**config.mk**
```make
export PLATFORM = sky130hd
export DESIGN_NAME = tick_scheduler
export DESIGN_NICKNAME = d
export VERILOG_FILES = /design/src/rtl/tick_sched_pkg.sv /design/src/rtl/tick_prescaler.sv /design/src/rtl/tick_scheduler.sv
export SDC_FILE = /design/constraint.sdc
export NUM_CORES = 1
export LEC_CHECK = 0
export CORE_ASPECT_RATIO = 0.5
export CORE_UTILIZATION = 35
export DETAILED_ROUTE_END_ITERATION = 16
export PLACE_DENSITY = 0.63
export SKIP_LAST_GASP = 1
export SYNTH_ARGS = -nofsm -noshare
export SYNTH_HDL_FRONTEND = slang
export SYNTH_SLANG_ARGS = --single-unit
```
**constraint.sdc**
```tcl
create_clock -name clk -period 2.4 [get_ports clk]
set_input_delay 0.36 -clock clk [delete_from_list [all_inputs] [get_ports clk]]
set_output_delay 0.36 -clock clk [all_outputs]
set_load 0.05 [all_outputs]
```
**src/rtl/tick_sched_pkg.sv**
```systemverilog
// Shared types and constants for the tick scheduler: run-state encoding,
// default counter width and a parameter range helper.
package tick_sched_pkg;

  localparam int unsigned CNT_W_DEFAULT = 32;

  typedef enum logic [1:0] {
    IDLE,
    RUN,
    DONE
  } state_t;

  // True when val is representable in an unsigned counter of width w.
  function automatic bit fits(input int unsigned val, input int unsigned w);
    return (w >= 32) || (val < (32'd1 << w));
  endfunction

endpackage

```
**src/rtl/tick_prescaler.sv**
```systemverilog
// Free-running divide-by-DIV prescaler gated by run: one-cycle strobe on the
// terminal count, plus a toggle that flips at the end of every strobe cycle.
module tick_prescaler
  import tick_sched_pkg::*;
#(
  parameter int unsigned DIV   = 1,
  parameter int unsigned CNT_W = CNT_W_DEFAULT
) (
  input  logic clk,
  input  logic rst_n,
  input  logic clr,
  input  logic run,
  output logic en,
  output logic tgl
);

  localparam logic [CNT_W-1:0] LAST = CNT_W'(DIV - 1);

  logic [CNT_W-1:0] cnt;

  assign en = run && (cnt == LAST);

  always_ff @(posedge clk or negedge rst_n) begin
    if (!rst_n) begin
      cnt <= '0;
      tgl <= 1'b0;
    end else if (clr) begin
      cnt <= '0;
      tgl <= 1'b0;
    end else if (en) begin
      cnt <= '0;
      tgl <= ~tgl;
    end else if (run) begin
      cnt <= cnt + CNT_W'(1);
    end
  end

endmodule

```
**src/rtl/tick_scheduler.sv**
```systemverilog
// Run controller and three-rate enable scheduler: IDLE/RUN/DONE sequencing of
// a fixed-length run, with independent fast/medium/slow prescalers.
module tick_scheduler
  import tick_sched_pkg::*;
#(
  parameter int unsigned FAST_DIV   = 1,
  parameter int unsigned MED_DIV    = 100,
  parameter int unsigned SLOW_DIV   = 1000,
  parameter int unsigned RUN_CYCLES = 10000,
  parameter int unsigned CNT_W      = CNT_W_DEFAULT
) (
  input  logic             clk,
  input  logic             rst_n,
  input  logic             start,
  input  logic             abort,
  output logic             fast_en,
  output logic             med_en,
  output logic             slow_en,
  output logic             fast_tgl,
  output logic             med_tgl,
  output logic             slow_tgl,
  output logic             busy,
  output logic             done,
  output logic [CNT_W-1:0] elapsed
);

  if (FAST_DIV < 1 || MED_DIV < 1 || SLOW_DIV < 1 || RUN_CYCLES < 1 ||
      !fits(FAST_DIV, CNT_W) || !fits(MED_DIV, CNT_W) ||
      !fits(SLOW_DIV, CNT_W) || !fits(RUN_CYCLES, CNT_W)) begin : g_param_check
    $error("tick_scheduler: divider or run length out of range for CNT_W");
  end

  localparam logic [CNT_W-1:0] RUN_LAST = CNT_W'(RUN_CYCLES - 1);

  state_t state, state_nxt;
  logic   clr;

  always_ff @(posedge clk or negedge rst_n) begin
    if (!rst_n) state <= IDLE;
    else        state <= state_nxt;
  end

  // Abort outranks both start (in IDLE) and completion (in RUN).
  always_comb begin
    state_nxt = state;
    clr       = 1'b0;
    case (state)
      IDLE: if (start && !abort) begin
        state_nxt = RUN;
        clr       = 1'b1;
      end
      RUN: begin
        if (abort)                    state_nxt = IDLE;
        else if (elapsed == RUN_LAST) state_nxt = DONE;
      end
      DONE:    state_nxt = IDLE;
      default: state_nxt = IDLE;
    endcase
  end

  assign busy = (state == RUN);
  assign done = (state == DONE);

  always_ff @(posedge clk or negedge rst_n) begin
    if (!rst_n)     elapsed <= '0;
    else if (clr)   elapsed <= '0;
    else if (busy)  elapsed <= elapsed + CNT_W'(1);
  end

  tick_prescaler #(.DIV(FAST_DIV), .CNT_W(CNT_W)) u_fast (
    .clk(clk), .rst_n(rst_n), .clr(clr), .run(busy), .en(fast_en), .tgl(fast_tgl)
  );

  tick_prescaler #(.DIV(MED_DIV), .CNT_W(CNT_W)) u_med (
    .clk(clk), .rst_n(rst_n), .clr(clr), .run(busy), .en(med_en), .tgl(med_tgl)
  );

  tick_prescaler #(.DIV(SLOW_DIV), .CNT_W(CNT_W)) u_slow (
    .clk(clk), .rst_n(rst_n), .clr(clr), .run(busy), .en(slow_en), .tgl(slow_tgl)
  );

endmodule

```
==> results of run 1 <==
==> per-layer routing <==
metal  wire, um  vias to the layer above  GRT usage
li1           -                     2817          -
met1       8296                     2864     0.2408
met2       7720                      106     0.2667
met3        562                       27    0.03540
met4        307                        0    0.06585
met5          0                        -          0
==> kinds of logic (layout without fill, tap and decap cells) <==
logic type / count (synthesis) / in the layout / synth area share
XOR/XNOR: 75 / 75 / 0.09385
buffers and inverters: 41 / 133 / 0.02824
multiplexers: 18 / 18 / 0.02574
adder cells (fa/ha/maj): 5 / 5 / 0.008938
AO/OA/AOI/OAI: 70 / 70 / 0.07061
AND/OR/NAND/NOR: 390 / 390 / 0.2971
flip-flops: 133 / 133 / 0.4755
==> critical path, delay by kind of cell, from the launching register on <==
kind,cells,cell delay (ns)
flip-flops,1,0.47
AND/OR/NAND/NOR,3,0.52
buffers and inverters,4,0.55
==> layout make-up <==
| class | count | area share |
|---|---|---|
| clock buffers | 18 | 0.05017 |
| clock inverters | 14 | 0.02015 |
| inverters | 18 | 0.008290 |
| multi-input cells | 558 | 0.4097 |
| flip-flops and latches | 133 | 0.3804 |
| well taps | 266 | 0.03802 |
| repair buffers | 83 | 0.09334 |
==> what timing repair did <==
action,4_1_cts,5_1_grt
hold buffers,1,0
hold endpoints to repair,56,0
pin swaps,3,4
gates resized for setup,7,12
endpoints found under the setup margin,3,32
buffers inserted,3,5
==> worst paths after layout <==
check	start	endpoint	slack (ns)	cells after the start
min reg2reg	elapsed[10]	elapsed[10]	0.52	1
max in group asynchronous	rst_n	u_slow.cnt[0]	1.23	3
min in group clk	elapsed[10]	elapsed[10]	0.52	1
max	state[0]	med_en	0.06	7
max reg2reg	u_slow.cnt[20]	u_slow.cnt[2]	0.17	6
min	rst_n	u_slow.cnt[6]	0.48	2
==> registers in the layout, summed over array words and instances (netlist names) <==
name        count
elapsed        32
state           2
u_fast.cnt     32
u_fast.tgl      1
u_med.cnt      32
u_med.tgl       1
u_slow.cnt     32
u_slow.tgl      1
==> synth_stat cells, drive strengths merged, types with 4 or more instances <==
| master | n | share of area |
|---|---|---|
| or4 | 6 | 0.0070 |
| nor2 | 95 | 0.051 |
| mux2i | 18 | 0.026 |
| and4 | 14 | 0.018 |
| dfrtp | 133 | 0.48 |
| o211ai | 6 | 0.0064 |
| inv | 18 | 0.0097 |
| or3 | 19 | 0.017 |
| xnor2 | 33 | 0.041 |
| clkbuf | 8 | 0.0059 |
| o21ai | 23 | 0.016 |
| xor2 | 42 | 0.053 |
| o31ai | 10 | 0.011 |
| a21oi | 19 | 0.014 |
| buf | 15 | 0.013 |
| nand2 | 69 | 0.037 |
| nor3 | 20 | 0.016 |
| and3 | 17 | 0.016 |
| nand2b | 4 | 0.0046 |
| ha | 5 | 0.0089 |
| nand3 | 54 | 0.041 |
| a211oi | 4 | 0.0097 |
| nand4 | 43 | 0.041 |
| nor4b | 5 | 0.0063 |
| nor4 | 32 | 0.029 |
==> through the flow <==
| step | cell area, um2 | setup slack [ns] | std cells | setup TNS, ns |
|---|---|---|---|---|
| after floorplan | 7022 | 0.005278 | 732 | 0 |
| after global placement | 7964 | 0.04962 | 1049 | 0 |
| after detailed placement | 7964 | -0.02692 | 1049 | -0.02692 |
| after CTS | 8652 | 0.01073 | 1085 | 0 |
| after global routing | 8753 | -0.01155 | 1090 | -0.01155 |
| final | 8753 | 0.06121 | 1090 | 0 |
==> report_power, final <==
part	internal (mW)	switching, mW
logic	0.326	0.509
clock network	1.67	1.04
registers	2.34	0.122
total	4.33	1.67
==> flow_summary.ini, run 1 <==
[routing]
drt-initial-drc-count = 412
drc = 0
first_pass_iters = 5
post_drt_wl_per_cell_um = 15.49
viasPerCell = 5.334
wl_um = 16890
antenna_left = 0
vias = 5814

[die]
die_y_um = 102.0
die_area_um2 = 20600
initial_core_util = 0.3589
ios = 44
core-area_um2 = 19500
die_x_um = 202.0
rows = 36

[power_and_ir_drop]
powerDensity_nw_per_um2 = 686.1
ir_drop_uv = 561.2
total_power_mw = 6.005
leakage_nw = 3.683

[layout]
regArea_um2 = 3329
fin_nets = 820
multiInputGateArea_um2 = 3586
fillers = 1786
antenna_cells = 0
syn_to_final_growth_pct = 25.06
final_common_cell = dfrtp_1
finish.utilization = 0.4488
final_cell_mix = dfrtp_1 (132), nor2_1 (95), nand2_1 (69)
drive_above_1_share = 0.1371

[clocking]
numClockSinks = 133
cts-buffers-inserted = 17
clk-insertion-delay-late_ns = 0.42
tritoncts = built
clk_pin_slew_ns = 0.06
htreeDepth = 4
cts_buffer_depth = 2
cts-root-buf = clkbuf_16

[worst_setup_path]
critPathCaptureType = output pin
cp.required_ns = 2.04
path_cells = nand2b_4 > buf_6 > inv_6 > nand4_1 > nor3_4 > buf_6 > buf_12
critical_path_class = reg2out
slowest_stage = dfrtp_1
slowest_delay_ns = 0.47
path_common_cell = buf_6
cp_max_fo = 10
critical_path_arrival_ns = 1.98
setup.worst_path.start_class = flop

[synth]
seq_area_frac_synth = 0.4755
ys_types = 56
avgSynthCellArea_um2 = 9.562
async_flop_share = 1.000
synth_area_um2 = 6999
ys.flop_type = dfrtp_1
yosysWarnings = 0
syn_nets = 741
ys_seq_elements = 133
synth_edf_count = 0
postSynthCellCount = 732

[sta]
finalHoldWorstSlack_ns = 0.4754
setup_violations = 0
rsz0062_at_grt = yes
finClkSkew_ns = 0.006962
finalHoldViolations = 0
relSlewSlack = 0.6220
fin_crit_ns = 2.339
slew_viol_final = 0
worst_pin_slew_ns = 0.5670
fin_crit_sh = 0.9745
fmax_mhz = 427.6

[global_route]
grt_pass1_wl_um = 28390
gr-usage-all-layers = 0.1729
grt_max_degree = 60
gr-total-overflow = 0
first_global_vias = 5474
antenna_found_initial = 0

[place]
place.port_buffers = 43
dp_hpwl_um = 11240
gp_congestion = 0.7932

[worst_hold_path]
hold_class = in2async

[status]
status = completed

[flow_run]
cap_violations = 0
Power figures use the tool's default switching activity.
==> run 2: changes to the inputs <==
CORE_MARGIN = 2   (was default)
==> run 2 against run 1 <==
Critical endpoint is now fast_en. Cell count up 0.37%. Clock power is 8.5% lower. First-iteration DRC count increased by 9.7%. Sequential power about the same. Design area down 0.86%. Routed wire length is 1.6% lower. Non-clock buffer count is 4 higher.
==> flow_summary.ini, run 2 (synthesis results as in run 1) <==
[status]
status = completed

[routing]
viasPerCell = 5.295
first_pass_iters = 5
antenna_left = 0
drt-initial-drc-count = 452
post_drt_wl_per_cell_um = 15.18
vias = 5793
drc = 0
wl_um = 16610

[die]
die_x_um = 204.0
ios = 44
die_area_um2 = 21210
die_y_um = 104.0
core-area_um2 = 19550
rows = 36
initial_core_util = 0.3580

[clocking]
clk-insertion-delay-late_ns = 0.43
cts_buffer_depth = 2
htreeDepth = 4
cts-buffers-inserted = 17
numClockSinks = 133
clk_pin_slew_ns = 0.07
tritoncts = built
cts-root-buf = clkbuf_16

[sta]
fmax_mhz = 428.9
relSlewSlack = 0.6193
finalHoldViolations = 0
setup_ws_ns = 0.06820
worst_pin_slew_ns = 0.5711
finClkSkew_ns = 0.01542
setup_violations = 0
fin_crit_ns = 2.332
slew_viol_final = 0
fin_setup_tns_ns = 0
finalHoldWorstSlack_ns = 0.4705
rsz0062_at_grt = yes
fin_crit_sh = 0.9716

[worst_setup_path]
cp.required_ns = 2.04
critPathCaptureType = output pin
cp_max_fo = 3
critical_path_class = reg2out
critical_path_arrival_ns = 1.97
setup.worst_path.start_class = flop

[layout]
final_cell_mix = dfrtp_1 (133), nor2_1 (95), nand2_1 (69)
finish.utilization = 0.4439
drive_above_1_share = 0.1365
stdcell_count = 1094
stdcell_area_um2 = 8678
final_common_cell = dfrtp_1
syn_to_final_growth_pct = 23.99
antenna_cells = 0
fin_nets = 824

[power_and_ir_drop]
ir_drop_uv = 628.8
powerDensity_nw_per_um2 = 667.2
total_power_mw = 5.790
leakage_nw = 3.668

[global_route]
grt_max_degree = 56
grt_pass1_wl_um = 28530
first_global_vias = 5438
gr-usage-all-layers = 0.1643
gr-total-overflow = 0
antenna_found_initial = 0

[flow_run]
cap_violations = 0

[place]
numPlacedInstances = 1054
pre_cts_ws_ns = -0.03065
placed_area_um2 = 7989
dp_hpwl_um = 11430
place.port_buffers = 43
gp_congestion = 0.8397

[worst_hold_path]
hold_class = in2async
## run 2: cell count changes in the layout (fill, tap and decap cells not counted), moves of 3 or more
cell and change:
buf_4 +7, inv_6 +4, bufinv_16 -3, nor4_1 +3
## run 2: power breakdown
| part | switching [mW] | internal (mW) | leakage (nW) |
|---|---|---|---|
| combinational | 0.517 | 0.332 | 1.56 |
| sequential | 0.124 | 2.34 | 1.84 |
| clock | 1.12 | 1.36 | 0.266 |
| total | 1.76 | 4.03 | 3.67 |
## run 2: critical path, stage by stage (launching register included)
cell     delay [ns]
dfrtp_1        0.40
inv_2          0.09
ha_4           0.13
nor4b_4        0.20
nand4_1        0.19
nor4_4         0.36
buf_12         0.18
## run 2: repair_timing
item | in CTS | in global routing
hold buffers | 1 | 0
resized for setup | 4 | 9
buffers inserted | 1 | 6
endpoints found under the hold margin | 52 | 0
endpoints found under the setup margin | 3 | 3
pin swaps | 3 | 5
## run 2: worst paths after layout
| check | cells after the start | from | slack [ns] | endpoint |
|---|---|---|---|---|
| max in group asynchronous | 3 | rst_n | 1.26 | u_fast.cnt[30] |
| min in group clk | 1 | u_med.cnt[0] | 0.52 | u_med.cnt[0] |
| worst min-delay path | 2 | rst_n | 0.47 | elapsed[6] |
| worst min register to register | 1 | u_med.cnt[0] | 0.52 | u_med.cnt[0] |
| worst max-delay path | 6 | u_fast.cnt[1] | 0.07 | fast_en |
| worst max register to register | 5 | u_slow.cnt[24] | 0.29 | u_slow.cnt[11] |
## run 2: cell type report
type	count	area, um2
clock buffers	17	425.4
flip-flops and latches	133	3328
well taps	266	332.8
clock inverters	15	132.6
fillers	1874	10870
repair buffers	87	827.0
multi-input cells	558	3560
inverters	18	72.57
## run 2: metal layers
metal,share of wire,track usage
met5,0,0
met4,0.016,0.04969
met3,0.027,0.02569
met2,0.45,0.2439
met1,0.51,0.2450
==> run 3: changes to the inputs <==
SETUP_SLACK_MARGIN = 0.3   (was default)
==> run 3 against run 2 <==
The run now ends with setup timing left. Cell count up 2.4%. Clock power is 18% higher. Core utilization grew 3.0 points. Register-to-register slack improved by 0.07 ns. Sequential cell count unchanged. Total power grew 10%. Count of clock-buffer cells in the layout grew 3. Design area rose by 6.7%. Sequential share of layout area decreased by 2.2 points. Worst setup slack lost 0.10 ns. Clock skew decreased by 0.0062 ns. Critical path type unchanged. Largest power group unchanged.
==> flow_summary.ini, run 3 (synthesis results as in run 1) <==
[sta]
slew_viol_final = 0
rsz0062_at_grt = yes
setup_violations = 1
relSlewSlack = 0.6153
finalHoldViolations = 0
finClkSkew_ns = 0.009269
fin_crit_sh = 1.015
fin_crit_ns = 2.435
fmax_mhz = 410.6
finalHoldWorstSlack_ns = 0.4721
worst_pin_slew_ns = 0.5770
setup_ws_ns = -0.03549

[worst_setup_path]
regToRegSetupSlack_ns = 0.36
critical_path_class = reg2out
cp.required_ns = 2.04
cp_max_fo = 4
slowest_delay_ns = 0.58
crit_family = simple AND/OR/NAND/NOR gates
r2r_end = u_fast.cnt[21]
path_cells = or4_4 > nor4_4 > buf_4 > buf_12
slowest_stage = or4_4
worstPathBufferInverterCount = 2
critPathCaptureType = output pin
cp-endpoint = fast_en
critical_path_arrival_ns = 2.08
cp.depth = 4
worst-r2r-cell-count = 5
setup.worst_path.start_class = flop
worstSetupStartpoint = u_fast.cnt[20]
r2r-start = u_fast.cnt[3]

[routing]
drt-initial-drc-count = 469
wl_um = 18090
viasPerCell = 5.385
post_drt_wl_per_cell_um = 16.15
drc = 0
antenna_left = 0
first_pass_iters = 5
vias = 6031

[die]
initial_core_util = 0.3580
die_y_um = 104.0
die_area_um2 = 21210
ios = 44
rows = 36
core-area_um2 = 19550
die_x_um = 204.0

[layout]
syn_to_final_growth_pct = 32.28
final_common_cell = dfrtp_1
antenna_cells = 0
drive_above_1_share = 0.2026
final_cell_mix = dfrtp_1 (118), nor2_1 (95), nand2_1 (68)
fin_nets = 850

[global_route]
gr-usage-all-layers = 0.1721
antenna_found_initial = 0
first_global_vias = 5864
grt_pass1_wl_um = 29540
gr-total-overflow = 0
grt_max_degree = 61

[place]
gp_congestion = 0.8037
place.port_buffers = 43
dp_hpwl_um = 11510

[flow_run]
cap_violations = 0

[clocking]
clk_pin_slew_ns = 0.06
clk-insertion-delay-late_ns = 0.43
numClockSinks = 133
htreeDepth = 4
tritoncts = built
cts_buffer_depth = 2
cts-buffers-inserted = 17
cts-root-buf = clkbuf_16

[status]
status = complete, but fails checks
violations = setup timing

[power_and_ir_drop]
total_power_mw = 6.379
leakage_nw = 4.096
ir_drop_uv = 570.6
powerDensity_nw_per_um2 = 688.9

[worst_hold_path]
hold_class = in2async
==> run 3: cell types whose count changed in the layout (fill, tap and decap cells not counted), moves of 3 or more <==
cell,before,now
nor4_4,1,6
nor4_2,3,9
dlymetal6s2s_1,0,8
dfrtp_2,0,15
buf_4,42,61
bufinv_16,0,5
inv_6,7,0
buf_12,6,10
clkdlybuf4s50_1,37,18
dlygate4sd2_1,0,11
dfrtp_1,133,118
nand2b_4,2,5
nor4_1,28,17
==> run 3: through the flow <==
| step | setup WS [ns] | setup TNS [ns] | instance area (um2) | utilization | instances |
|---|---|---|---|---|---|
| floorplan | 0.08192 | 0 | 7092 | - | 732 |
| global placement | 0.03481 | 0 | 8064 | 0.4125 | 1052 |
| detailed placement | -0.01114 | -0.01114 | 8064 | 0.4125 | 1052 |
| CTS | -0.05378 | -0.05378 | 9060 | 0.4635 | 1111 |
| global route | -0.1123 | -0.1123 | 9259 | 0.4736 | 1120 |
| finish | -0.03549 | -0.03549 | 9259 | 0.4736 | 1120 |
==> run 3: how the worst min path moves through the flow <==
stage | start | endpoint | slack, ns
after global placement | rst_n | u_med.cnt[26] | 0.38
after detailed placement | rst_n | u_med.cnt[28] | 0.38
final | rst_n | u_med.cnt[28] | 0.47
after CTS | rst_n | u_med.cnt[26] | 0.50
after floorplan | rst_n | elapsed[0] | 0.06
after global routing | rst_n | u_med.cnt[26] | 0.54
==> run 3: final cells by class <==
cell class                      instances  area, um2
Fill cell                            1812      10290
Multi-Input combinational cell        559       3749
Sequential cell                       133       3347
Timing Repair Buffer                  112       1091
Clock buffer                           20      456.7
Tap cell                              266      332.8
Clock inverter                         12      202.7
Inverter                               18      80.08
==> run 3: repair_timing <==
item,CTS,global route
setup buffers,26,7
hold buffers,1,0
setup endpoints to repair,60,81
endpoints found under the hold margin,56,0
resized for setup,39,29
gates cloned,0,2
pin swaps,16,9
==> run 3: metal layers <==
layer	global-route usage	share of wire	wire length (um)	vias up
met5	0	0	0	-
li1	-	-	-	2872
met3	0.03102	0.035	637	21
met4	0.06159	0.015	276	0
met2	0.2782	0.47	8540	121
met1	0.2318	0.48	8633	3017
==> run 3: report_power, final <==
group          leakage [nW]  switching (mW)  total [mW]  internal [mW]
Clock                 0.308            1.03        2.92           1.90
Sequential             1.82           0.121        2.46           2.34
Combinational          1.97           0.571       0.995          0.424
Total                  4.10            1.72        6.38           4.66
==> variant: new RTL, config.mk and constraints of run 2 <==
Add an input register stage for `start` and `abort`, with the module's reset; this delays them by one clock.
--- a/src/rtl/tick_scheduler.sv
+++ b/src/rtl/tick_scheduler.sv
@@ -26,2 +26,15 @@
 
+  logic start_q;
+  logic abort_q;
+
+  always_ff @(posedge clk or negedge rst_n) begin
+    if (!rst_n) begin
+      start_q <= '0;
+      abort_q <= '0;
+    end else begin
+      start_q <= start;
+      abort_q <= abort;
+    end
+  end
+
   if (FAST_DIV < 1 || MED_DIV < 1 || SLOW_DIV < 1 || RUN_CYCLES < 1 ||
@@ -47,3 +60,3 @@
     case (state)
-      IDLE: if (start && !abort) begin
+      IDLE: if (start_q && !abort_q) begin
         state_nxt = RUN;
@@ -52,3 +65,3 @@
       RUN: begin
-        if (abort)                    state_nxt = IDLE;
+        if (abort_q)                    state_nxt = IDLE;
         else if (elapsed == RUN_LAST) state_nxt = DONE;
Function: changed (Yosys sat finds a counterexample within 4 cycles, from zero or initial values and one cycle with rst_n low).
==> variant against run 2 <==
Worst setup slack got worse by 0.044 ns; total power rose by 6.1%; wire length rose by 2.1%; design area rose by 1.3%; area after synthesis rose by 0.55%; global-route usage rose by 0.21 points; sequential cell count rose by 2; sequential share of layout area rose by 0.18 points; largest power group unchanged; highest routed layer unchanged.
==> variant: results (changes against run 2) <==
Logic synthesis
  – Post-synthesis xor/xnor area fraction: 0.106 (+0.0119)
  – Post-Syn Nets: 759 (+2.4%)
  – Adder-cell share of the synthesized area: 0.00889 (-0.0000493)
  – Synth cell count leaders: dfrtp_1 (135), nor2_1 (106), nand2_1 (56), nand3_1 (56), xor2_1 (49)
  – Compound-gate portion of the synthesized area: 0.0788 (+0.00814)
  – Synth cell types: 48 (-14%)
  – Mux contribution to synthesized area: 0.0142 (-0.0115)
  – Synth async-reset ratio: 1.00 (unchanged)
  – Top post-synthesis cells by area: dfrtp_1 (48%), xor2_1 (6.1%), nor2_1 (5.7%), xnor2_1 (4.5%), nand4_1 (4.2%)
  – Seq/Total Area, Yosys: 0.480 (+0.00449)
  – Avg Cell Area, Syn: 9.38 µm² (-1.9%)

GRT
  – Total Routing Usage GR: 0.166 (+0.00209)
  – Largest net degree at the start of global routing: 62 (+11%)
  – First-pass GRT wire length: 28700 µm (+0.51%)

Detailed routing
  – Initial detailed-routing violation count: 365 (-19%)
  – Routed WL: 17000 µm (+2.1%)
  – Drt wl/cell: 15.4 µm (+1.1%)
  – Vias: 5857 (+1.1%)

Placed design
  – HPWL Detailed: 11500 µm (+0.46%)
  – Cell count after placement: 1062 (+0.76%)

Pwr
  – Peak supply drop: 0.537 mV (-15%)
  – Net Switching: 1.66 mW (-5.9%)
  – Leak Pwr: 3.72 nW (+1.5%)

Hold path
  – WHS Endpoint: start_q
  – Hold WC Path Type: in -> reg

Worst setup path
  – FF-to-FF End: elapsed[26]
  – Reg2Reg Setup Slack: 0.10 ns (-0.19 ns)
  – Reg2reg start: state[1]
  – Slowest stage cell, crit path: or4_4
  – Arrival time at the worst endpoint: 2.02 ns (+0.05 ns)
  – CP max stage delay: 0.58 ns (+0.18 ns)
  – Crit-path max FO: 2 (-1)

STA
  – Clock Skew: 0.0105 ns (-0.00488 ns)
  – Relative slew slack: 0.601 (-0.0182)
  – Hold WS: 0.380 ns (-0.0907 ns)

Final layout
  – Share of layout cells above drive strength 1: 0.136 (-0.000597)

Status
  – Outcome: finished, final reports clean
## variant: cell families (layout without fill, tap and decap cells)
| family | Yosys count | count (layout) |
|---|---|---|
| xor+xnor | 85 | 85 |
| flops | 135 | 135 |
| mux | 10 | 10 |
| simple gates | 384 | 384 |
| fa+ha+maj | 5 | 5 |
| buf+inv | 56 | 145 |
| compound gates | 75 | 75 |
## variant: per-stage QoR
step	setup slack (ns)	cell area, µm²
2_1_floorplan	0.00622	7080
3_3_place_gp	0.163	8030
3_5_place_dp	0.106	8030
4_1_cts	-0.0178	8750
5_1_grt	-0.137	8790
6_report	0.0242	8790
## variant: layout make-up
type,instances,area [µm²]
tap,266,333
multi-input combinational,559,3490
fill,1859,10800
clock buffer,19,443
sequential,135,3390
timing repair buffer,94,880
inverter,20,75.1
clock inverter,12,178
## variant: how the worst max path moves through the flow
stage	cells after the start	start	slack, ns	to
floorplan	6	u_fast.cnt[20]	0.006	u_fast.cnt[13]
global placement	5	state[1]	0.16	elapsed[30]
detailed placement	5	state[1]	0.11	elapsed[26]
CTS	7	u_fast.cnt[0]	-0.02	fast_en
global route	7	u_fast.cnt[0]	-0.14	fast_en
finish	4	u_fast.cnt[16]	0.02	fast_en
## variant: metal layers
metal | up-vias | share of wire | GRT usage
li1 | 2832 | - | -
met1 | 2889 | 0.48 | 0.234
met2 | 118 | 0.47 | 0.255
met3 | 18 | 0.039 | 0.0348
met4 | 0 | 0.012 | 0.0549
met5 | - | 0 | 0
## variant: what timing repair did
action	in CTS	in global routing
resized for setup	8	3
setup buffers	8	3
endpoints found under the hold margin	58	0
pin swaps	5	2
hold buffers	1	0
endpoints found under the setup margin	4	2
## variant: power by group through the flow
stage	clock [mW]	combinational (mW)	sequential, mW
after floorplan	0	0.401	2.64
after global placement	0	0.809	2.54
after detailed placement	0	0.819	2.54
after CTS	2.80	0.846	2.50
after global routing	2.93	0.956	2.52
final	2.76	0.877	2.50
